File: src/rtl/seq_to_par.sv
// seq_to_par: serial-symbol to parallel-frame receiver.
// A frame begins with a start strobe seen in IDLE. After that, one WORD_SZ-wide
// symbol is sampled on every clock. The first symbol becomes bit 0 of par.
// A symbol that matches neither BIT0 nor BIT1 decodes as 0 and marks the
// frame as errored.
// Optional feature macro: SEQ_TO_PAR_PARITY_EN. When it is defined, one
// even-parity symbol follows the data symbols, and a parity mismatch sets err.
//
//   state  | meaning
//   IDLE   | waiting for start; par/err hold the last completed frame
//   ACTIVE | sampling data symbols 0..PAR_SZ-1
//   PARITY | sampling the even-parity symbol (SEQ_TO_PAR_PARITY_EN only)

module seq_to_par #(
  parameter int                 PAR_SZ  = 8,
  parameter int                 WORD_SZ = 1,
  parameter logic [WORD_SZ-1:0] BIT0    = WORD_SZ'(0),
  parameter logic [WORD_SZ-1:0] BIT1    = WORD_SZ'(1)
) (
  input  logic               clk,
  input  logic               reset,
  input  logic               start,
  input  logic [WORD_SZ-1:0] seq,
  output logic [PAR_SZ-1:0]  par,
  output logic               valid,
  output logic               busy,
  output logic               err
);

  // The counter has one spare bit, so it can reach PAR_SZ without wrapping.
  localparam int               CNT_W    = $clog2(PAR_SZ) + 1;
  localparam logic [CNT_W-1:0] LAST_IDX = CNT_W'(PAR_SZ - 1);
  localparam logic [CNT_W-1:0] CNT_ONE  = CNT_W'(1);

  typedef enum logic [1:0] {
    ST_IDLE   = 2'd0,
`ifdef SEQ_TO_PAR_PARITY_EN
    ST_PARITY = 2'd2,
`endif
    ST_ACTIVE = 2'd1
  } state_t;

  state_t              state_q, state_d;
  logic [CNT_W-1:0]    cnt_q,   cnt_d;
  logic                ferr_q,  ferr_d;
  logic [PAR_SZ-1:0]   shift_q, shift_d;
  logic [PAR_SZ-1:0]   par_q,   par_d;
  logic                valid_q, valid_d;
  logic                busy_q,  busy_d;
  logic                err_q,   err_d;

  logic                sym_one;
  logic                sym_bad;

  // Symbol decode: anything other than BIT1 reads as 0; unknown codes flag an error
  always_comb begin
    sym_one = (seq == BIT1);
    sym_bad = (seq != BIT1) && (seq != BIT0);
  end

  // Next-state and datapath: symbols shift in at the MSB, so symbol 0 lands in bit 0
  always_comb begin
    state_d = state_q;
    cnt_d   = cnt_q;
    ferr_d  = ferr_q;
    shift_d = shift_q;
    par_d   = par_q;
    valid_d = 1'b0;
    busy_d  = busy_q;
    err_d   = err_q;

    case (state_q)
      ST_IDLE: begin
        if (start) begin
          state_d = ST_ACTIVE;
          cnt_d   = '0;
          ferr_d  = 1'b0;
          busy_d  = 1'b1;
        end
      end

      ST_ACTIVE: begin
        shift_d = {sym_one, shift_q[PAR_SZ-1:1]};
        ferr_d  = ferr_q | sym_bad;
        cnt_d   = cnt_q + CNT_ONE;
        if (cnt_q == LAST_IDX) begin
`ifdef SEQ_TO_PAR_PARITY_EN
          state_d = ST_PARITY;
`else
          state_d = ST_IDLE;
          par_d   = shift_d;
          err_d   = ferr_d;
          valid_d = 1'b1;
          busy_d  = 1'b0;
`endif
        end
      end

`ifdef SEQ_TO_PAR_PARITY_EN
      ST_PARITY: begin
        // Even parity: the data bits XORed with the parity bit must give 0
        state_d = ST_IDLE;
        par_d   = shift_q;
        err_d   = ferr_q | sym_bad | ((^shift_q) ^ sym_one);
        valid_d = 1'b1;
        busy_d  = 1'b0;
      end
`endif

      default: begin
        state_d = ST_IDLE;
        busy_d  = 1'b0;
      end
    endcase
  end

  // State and output registers; reset drops any partial frame without a valid pulse
  always_ff @(posedge clk or negedge reset) begin
    if (!reset) begin
      state_q <= ST_IDLE;
      cnt_q   <= '0;
      ferr_q  <= 1'b0;
      shift_q <= '0;
      par_q   <= '0;
      valid_q <= 1'b0;
      busy_q  <= 1'b0;
      err_q   <= 1'b0;
    end else begin
      state_q <= state_d;
      cnt_q   <= cnt_d;
      ferr_q  <= ferr_d;
      shift_q <= shift_d;
      par_q   <= par_d;
      valid_q <= valid_d;
      busy_q  <= busy_d;
      err_q   <= err_d;
    end
  end

  assign par   = par_q;
  assign valid = valid_q;
  assign busy  = busy_q;
  assign err   = err_q;

endmodule

File: config.mk
export PLATFORM = sky130hd
export DESIGN_NAME = seq_to_par
export DESIGN_NICKNAME = d
export VERILOG_FILES = /design/src/rtl/seq_to_par.sv
export SDC_FILE = /design/constraint.sdc
export NUM_CORES = 1
export LEC_CHECK = 0
export CAP_MARGIN = 20
export CORE_MARGIN = 2
export CORE_UTILIZATION = 49
export DETAILED_ROUTE_END_ITERATION = 6
export PLACE_DENSITY = 0.85
export SETUP_SLACK_MARGIN = 0.02
export SYNTH_ARGS = -nofsm -noshare
export SYNTH_HDL_FRONTEND = slang
export SYNTH_SLANG_ARGS = --single-unit
File: constraint.sdc
create_clock -name clk -period 1.5 [get_ports clk]
set_clock_uncertainty 0.2 [all_clocks]
set_input_delay 0.45 -clock clk [delete_from_list [all_inputs] [get_ports clk]]
set_output_delay 0.45 -clock clk [all_outputs]
set_load 0.01 [all_outputs]
==> key figures, run 1 <==
Min path
  • Worst min-delay path category: input port to async pin

Timing
  • Final Cycle Share: 0.996
  • RSZ-0062 raised after global routing: true
  • Max Clock Freq: 670 MHz
  • Final Critical Period: about 1500 ps
  • Post-route setup TNS: 0 ps
  • Max Slew Vio Count: 0
  • Final setup violation count: 0
  • Final Hold Viols: 0

Clock network
  • Clk root buf: clkbuf_4
  • CTS tree: done
  • Htree depth: 1
  • Cts bufs inserted: 3
  • Clock Path Buffers: 2
  • Worst-Skew Late Latency: 300 ps
  • Clock sinks: 21
  • Reg clk slew, reported paths: around 110 ps

Yosys
  • Largest family of logic cells by synthesized area: simple AND/OR/NAND/NOR gates
  • Mux cell area share after synthesis: 0.106
  • Ys Warns: 0
  • #FFs+latches synth: 21
  • Simple-gate share of the synthesized area: 0.170
  • Register area share after synthesis: 0.625
  • Syn_nets: 75
  • XOR/XNOR Fraction of Synth Area: 0.0208
  • Complex-gate fraction of the synthesized area: 0.0268
  • Synth Instances: 70
  • Mean Syn Cell Area: roughly 12 sq um
  • Share of synthesized cell area in full adder, half adder and majority cells: 0.0149
  • Distinct cell type count after synthesis: 18
  • Synthesized cell area: 841 sq um

Setup path
  • Crit-path max FO: 2
  • R2R Setup Slk: between 100 and 150 ps
  • CP cell instances: buf_2
  • Delay-heaviest family, CP: flip-flops
  • Slowest cell on crit path: dfrtp_1
  • Worst reg-to-reg path cell count: 5
  • Crit Path Category: flip-flop to output pin
  • CP startpoint kind: flip-flop
  • R2R Path End: par[7]$_DFFE_PN0P_
  • Buf/Inv on CP: 1
  • Reg-to-Reg Start: cnt_q[0]$_DFFE_PN0P_
  • CP Data Required Time: 850 ps
  • Worst setup EP type: output pin
  • Worst path arrival time: 840 ps
  • Crit-path max cell delay: 400 ps

Floorplan
  • Die ar.: 0.00206 sq mm
  • FP Rows: 14
  • Core area: 0.00156 sq mm
  • Floorplan die height: ~45 um
  • Initial core utilization: 0.539
  • IO Count: 15
  • Die width: 45.4 um

Final layout
  • Layout area overhead: 21.7%
  • Share of cells above drive strength 1: 0.272
  • Final cell count without fillers: 108
  • Filler cell count: roughly 130
  • Diode count: 0
  • Final Net Count: 98

Placed design
  • Detail Placement HPWL: 894 um
  • # port buffers: 13
  • GP Congestion: 0.742
  • Cells after DPL: 100

GRT
  • Global Route Usage Sum: 0.162
  • First-pass GRT wire length: 2220 um
  • Vias in the first global route: 494
  • Initial antenna violation count: 0
  • Largest net degree at the start of global routing: 22
  • Grt ovf: 0

Detailed routing
  • Wire per inst: 13.2 um
  • DR vias: 555
  • Drt via density: just over 5
  • DRT Pass-1 Iters: 4
  • Antenna viol nets, final: 0
  • Final wirelength: 1420 um
  • Starting DRC count in detailed routing: 8
  • Drt drc: 0

Status
  • Status: complete, no violations

Power
  • Worst vdd ir: approximately 1200 uV
  • Pleak: 0.520 nW
  • Pwr Density: around 2100 mW/mm^2

Run
  • Maxcap violations: 0
[registers in the layout (all words and copies together) (netlist names)]
signal and flops:
shift_q 7, busy 1, valid 1, par 8
cnt_q 4
[cells by family after synthesis]
family,after synthesis
adders and majority gates,1
muxes,8
AOI/OAI and AO/OA,3
other,1
buffers and inverters,3
DFF,21
and+or+nand+nor,31
xor gates and xnor gates,2
[Yosys cell counts]
master | instances | share of area
mux2_1 | 5 | 0.067
o21ai_1 | 1 | 0.0059
nand4b_4 | 1 | 0.028
dfrtp_1 | 21 | 0.62
mux2i_1 | 1 | 0.012
nor2_1 | 2 | 0.0089
ha_1 | 1 | 0.015
xnor2_1 | 1 | 0.010
conb_1 | 1 | 0.0045
nand2b_1 | 2 | 0.015
nand2_1 | 25 | 0.11
clkinv_4 | 1 | 0.010
buf_4 | 1 | 0.0089
xor2_1 | 1 | 0.010
mux2_2 | 2 | 0.027
buf_6 | 1 | 0.013
a22o_1 | 2 | 0.021
nand3_1 | 1 | 0.0059
[worst max-delay path by stage]
stage,from,endpoint,slack (ps),cells after the start
floorplan,busy$_DFFE_PN0P_,shift_q[1]$_DFFE_PN0P_,190,2
detailed placement,start,cnt_q[3]$_DFFE_PN0P_,-50,3
CTS,par[3]$_DFFE_PN0P_,par[3],0.8,1
finish,par[5]$_DFFE_PN0P_,par[5],7,1
global placement,start,cnt_q[3]$_DFFE_PN0P_,-40,3
global route,par[0]$_DFFE_PN0P_,par[0],-30,1
[through the flow]
stage / setup WS [ps] / hold WS, ps / util / instance area (sq um) / power, W
finish: 6.53 / 280 / 0.657 / 1020 / 0.00213
global route: -28.9 / 280 / 0.657 / 1020 / 0.00231
CTS: 0.754 / 284 / 0.636 / 991 / 0.00208
detailed placement: -46.7 / 261 / 0.646 / 1010 / 0.00190
global placement: -37.7 / 255 / 0.646 / 1010 / 0.00186
floorplan: 193 / -45.6 / - / 841 / 0.00155
[metal layers]
layer	wire length, um	share of wire	vias up	global-route usage
met1	685	0.48	259	0.223
met2	630	0.44	16	0.220
met5	0	0	-	0
met3	55	0.039	5	0.0397
met4	50	0.035	0	0.124
li1	-	-	275	-
[layout make-up]
cell class / count / area [sq um] / share of cell area
repair buffers: 19 / 138 / 0.134
multi-input cells: 47 / 305 / 0.298
inverters: 1 / 8.76 / 0.00856
flip-flops and latches: 21 / 526 / 0.513
clock buffers: 4 / 26.3 / 0.0257
well taps: 16 / 20.0 / 0.0196
[power by group]
part           leakage, nW  switching (W)  internal (W)
sequential           0.254       0.000184      0.000833
clock               0.0150       0.000163      0.000104
combinational        0.251       0.000410      0.000437
total                0.520       0.000758       0.00137
[layout by cell type (no fill, tap or decap), drive strengths merged, types with 2 or more instances in the layout]
master,count
nor2,2
nand2b,2
nand4b,2
a22o,2
clkdlybuf4s50,3
mux2,7
dfrtp,21
nand2,25
clkbuf,4
buf,16
[timing repair]
action | in CTS | in global routing
hold buffers | 0 | 0
resized for setup | 40 | 1
endpoints found under the hold margin | 0 | 0
cloned | 0 | 1
setup buffers | 1 | 2
setup endpoints to repair | 10 | 18
Power figures use the tool's default switching activity.
==> run 2: changes to the inputs <==
--- a/config.mk
+++ b/config.mk
@@ -7,9 +7,8 @@
 export LEC_CHECK = 0
 export CAP_MARGIN = 20
 export CORE_MARGIN = 2
-export CORE_UTILIZATION = 49
+export CORE_UTILIZATION = 30
 export DETAILED_ROUTE_END_ITERATION = 6
-export PLACE_DENSITY = 0.85
 export SETUP_SLACK_MARGIN = 0.02
 export SYNTH_ARGS = -nofsm -noshare
 export SYNTH_HDL_FRONTEND = slang
==> run 2 against run 1 <==
Wire length increased by 2.4%. Sequential power hardly changed. Die area grew 57%. Worst setup slack better by 10 ps. Fmax rose by 0.67%. Global-route usage shrank 5.7 points. Critical endpoint is now busy. Highest routed layer unchanged.
==> key figures, run 2 (synthesis results as in run 1) <==
GRT
  • Global Route Usage Sum: 0.105
  • Vias in the first global route: 598
  • Initial antenna violation count: 0
  • Grt ovf: 0
  • First-pass GRT wire length: 2610 um
  • Largest net degree at the start of global routing: 22

Final layout
  • Sequential cell area: roughly 530 sq um
  • Final Net Count: 105
  • Layout area overhead: 30.2%
  • Share of cells above drive strength 1: 0.323
  • Multi-input logic area: 305 sq um
  • Most frequent cells in the layout: nand2_1, dfrtp_1, buf_4
  • Commonest non-fill, non-tap cell in the layout: nand2_1
  • Diode count: 0
  • Filler cell count: 287
  • Number of flip-flops in the largest register: 8

Timing
  • Final setup violation count: 0
  • Setup ws final: 16.5 ps
  • Max Slew Vio Count: 0
  • RSZ-0062 raised after global routing: true
  • Max Clock Freq: 674 MHz
  • Final Critical Period: around 1500 ps
  • Final Hold Viols: 0
  • Hold Slack: 283 ps
  • Final Cycle Share: 0.989

Setup path
  • Worst reg-to-reg path cell count: 5
  • Crit-path max FO: 2
  • CP startpoint kind: flip-flop
  • R2R Path End: par[3]$_DFFE_PN0P_
  • Slowest cell on crit path: dfrtp_1
  • CP cell instances: buf_2
  • Crit Path Category: flip-flop to output pin
  • Crit-path max cell delay: 400 ps
  • Reg-to-Reg Start: cnt_q[0]$_DFFE_PN0P_
  • Worst path arrival time: 830 ps
  • R2R Setup Slk: around 150 ps
  • Delay-heaviest family, CP: flip-flops
  • Buf/Inv on CP: 1
  • Worst setup EP type: output pin
  • CP Data Required Time: 850 ps

Floorplan
  • Die ar.: ~0.0032 sq mm
  • Initial core utilization: 0.310
  • IO Count: 15
  • Core area: 0.00271 sq mm
  • FP Rows: 19
  • Die width: ~57 um
  • Floorplan die height: 56.9 um

Power
  • Power share of the combinational group: 0.426
  • Sequential share of power: 0.455
  • Worst vdd ir: 973 uV
  • Internal: 0.00146 W
  • Pwr Density: 2030 mW/mm^2
  • Share of total power in the clock network: 0.120
  • Pleak: 0.556 nW
  • Switch share: 0.341
  • Psw: 0.000757 W

Clock network
  • Clock Path Buffers: 2
  • Htree depth: 1
  • Clock sinks: 21
  • Reg clk slew, reported paths: 110 ps
  • CTS tree: done
  • Post-CTS Hold Fix Bufs: 0
  • Cts bufs inserted: 3
  • Worst-Skew Late Latency: 300 ps
  • Clk root buf: clkbuf_4

Detailed routing
  • Wire per inst: ~11 um
  • DRT Pass-1 Iters: 3
  • Drt via density: between 4 and 5
  • DR vias: between 500 and 600
  • Final wirelength: 1460 um
  • Starting DRC count in detailed routing: 2
  • Antenna viol nets, final: 0
  • Drt drc: 0

Status
  • Status: complete, no violations

Placed design
  • # port buffers: 13
  • GP Congestion: 0.655
  • Post-place setup slack: -52.7 ps
  • Detail Placement HPWL: 947 um

Run
  • Maxcap violations: 0

Min path
  • Worst min-delay path category: input port to async pin
run 2: layer usage:
metal  vias to the layer above  part of all wire  global-route usage
li1                        285                 -                   -
met1                       289              0.45               0.135
met2                        13              0.47               0.166
met3                         4             0.047              0.0204
met4                         0             0.028              0.0598
met5                         -                 0                   0
run 2: area by class of cell:
cell class                      instances  share of cell area
Clock buffer                            4              0.0240
Inverter                                1             0.00800
Multi-Input combinational cell         47               0.279
Sequential cell                        21               0.480
Tap cell                               31              0.0354
Timing Repair Buffer                   26               0.174
run 2: worst max path at each step:
stage | slack (ps) | depth (start not counted) | from | end
after floorplan | 190 | 2 | busy$_DFFE_PN0P_ | shift_q[1]$_DFFE_PN0P_
after global placement | -30 | 3 | start | cnt_q[3]$_DFFE_PN0P_
after detailed placement | -50 | 4 | start | cnt_q[0]$_DFFE_PN0P_
after CTS | -2 | 1 | busy$_DFFE_PN0P_ | busy
after global routing | -40 | 1 | par[3]$_DFFE_PN0P_ | par[3]
final | 20 | 1 | busy$_DFFE_PN0P_ | busy
run 2: timing repair:
item,4_1_cts,5_1_grt
setup endpoints to repair,10,18
cloned,0,1
resized for setup,40,1
hold endpoints to repair,0,0
buffers inserted,5,2
run 2: stage by stage:
| step | power [W] | instance area, sq um | setup TNS (ps) | instances | utilization |
|---|---|---|---|---|---|
| 3_5_place_dp | 0.00195 | 1050 | -202 | 118 | 0.387 |
| 2_1_floorplan | 0.00155 | 841 | 0 | 70 | - |
| 6_report | 0.00222 | 1090 | 0 | 130 | 0.404 |
| 3_3_place_gp | 0.00192 | 1050 | -87.8 | 118 | 0.387 |
| 4_1_cts | 0.00220 | 1060 | -2.51 | 127 | 0.392 |
| 5_1_grt | 0.00243 | 1090 | -192 | 130 | 0.404 |
run 2: power groups by stage:
| stage | Clock [W] | Sequential, W | Combinational, W |
|---|---|---|---|
| final | 0.000266 | 0.00101 | 0.000946 |
| after global routing | 0.000303 | 0.00106 | 0.00107 |
| after CTS | 0.000284 | 0.00101 | 0.000909 |
| after detailed placement | 0 | 0.00103 | 0.000928 |
| after global placement | 0 | 0.00101 | 0.000909 |
| after floorplan | 0 | 0.00106 | 0.000485 |
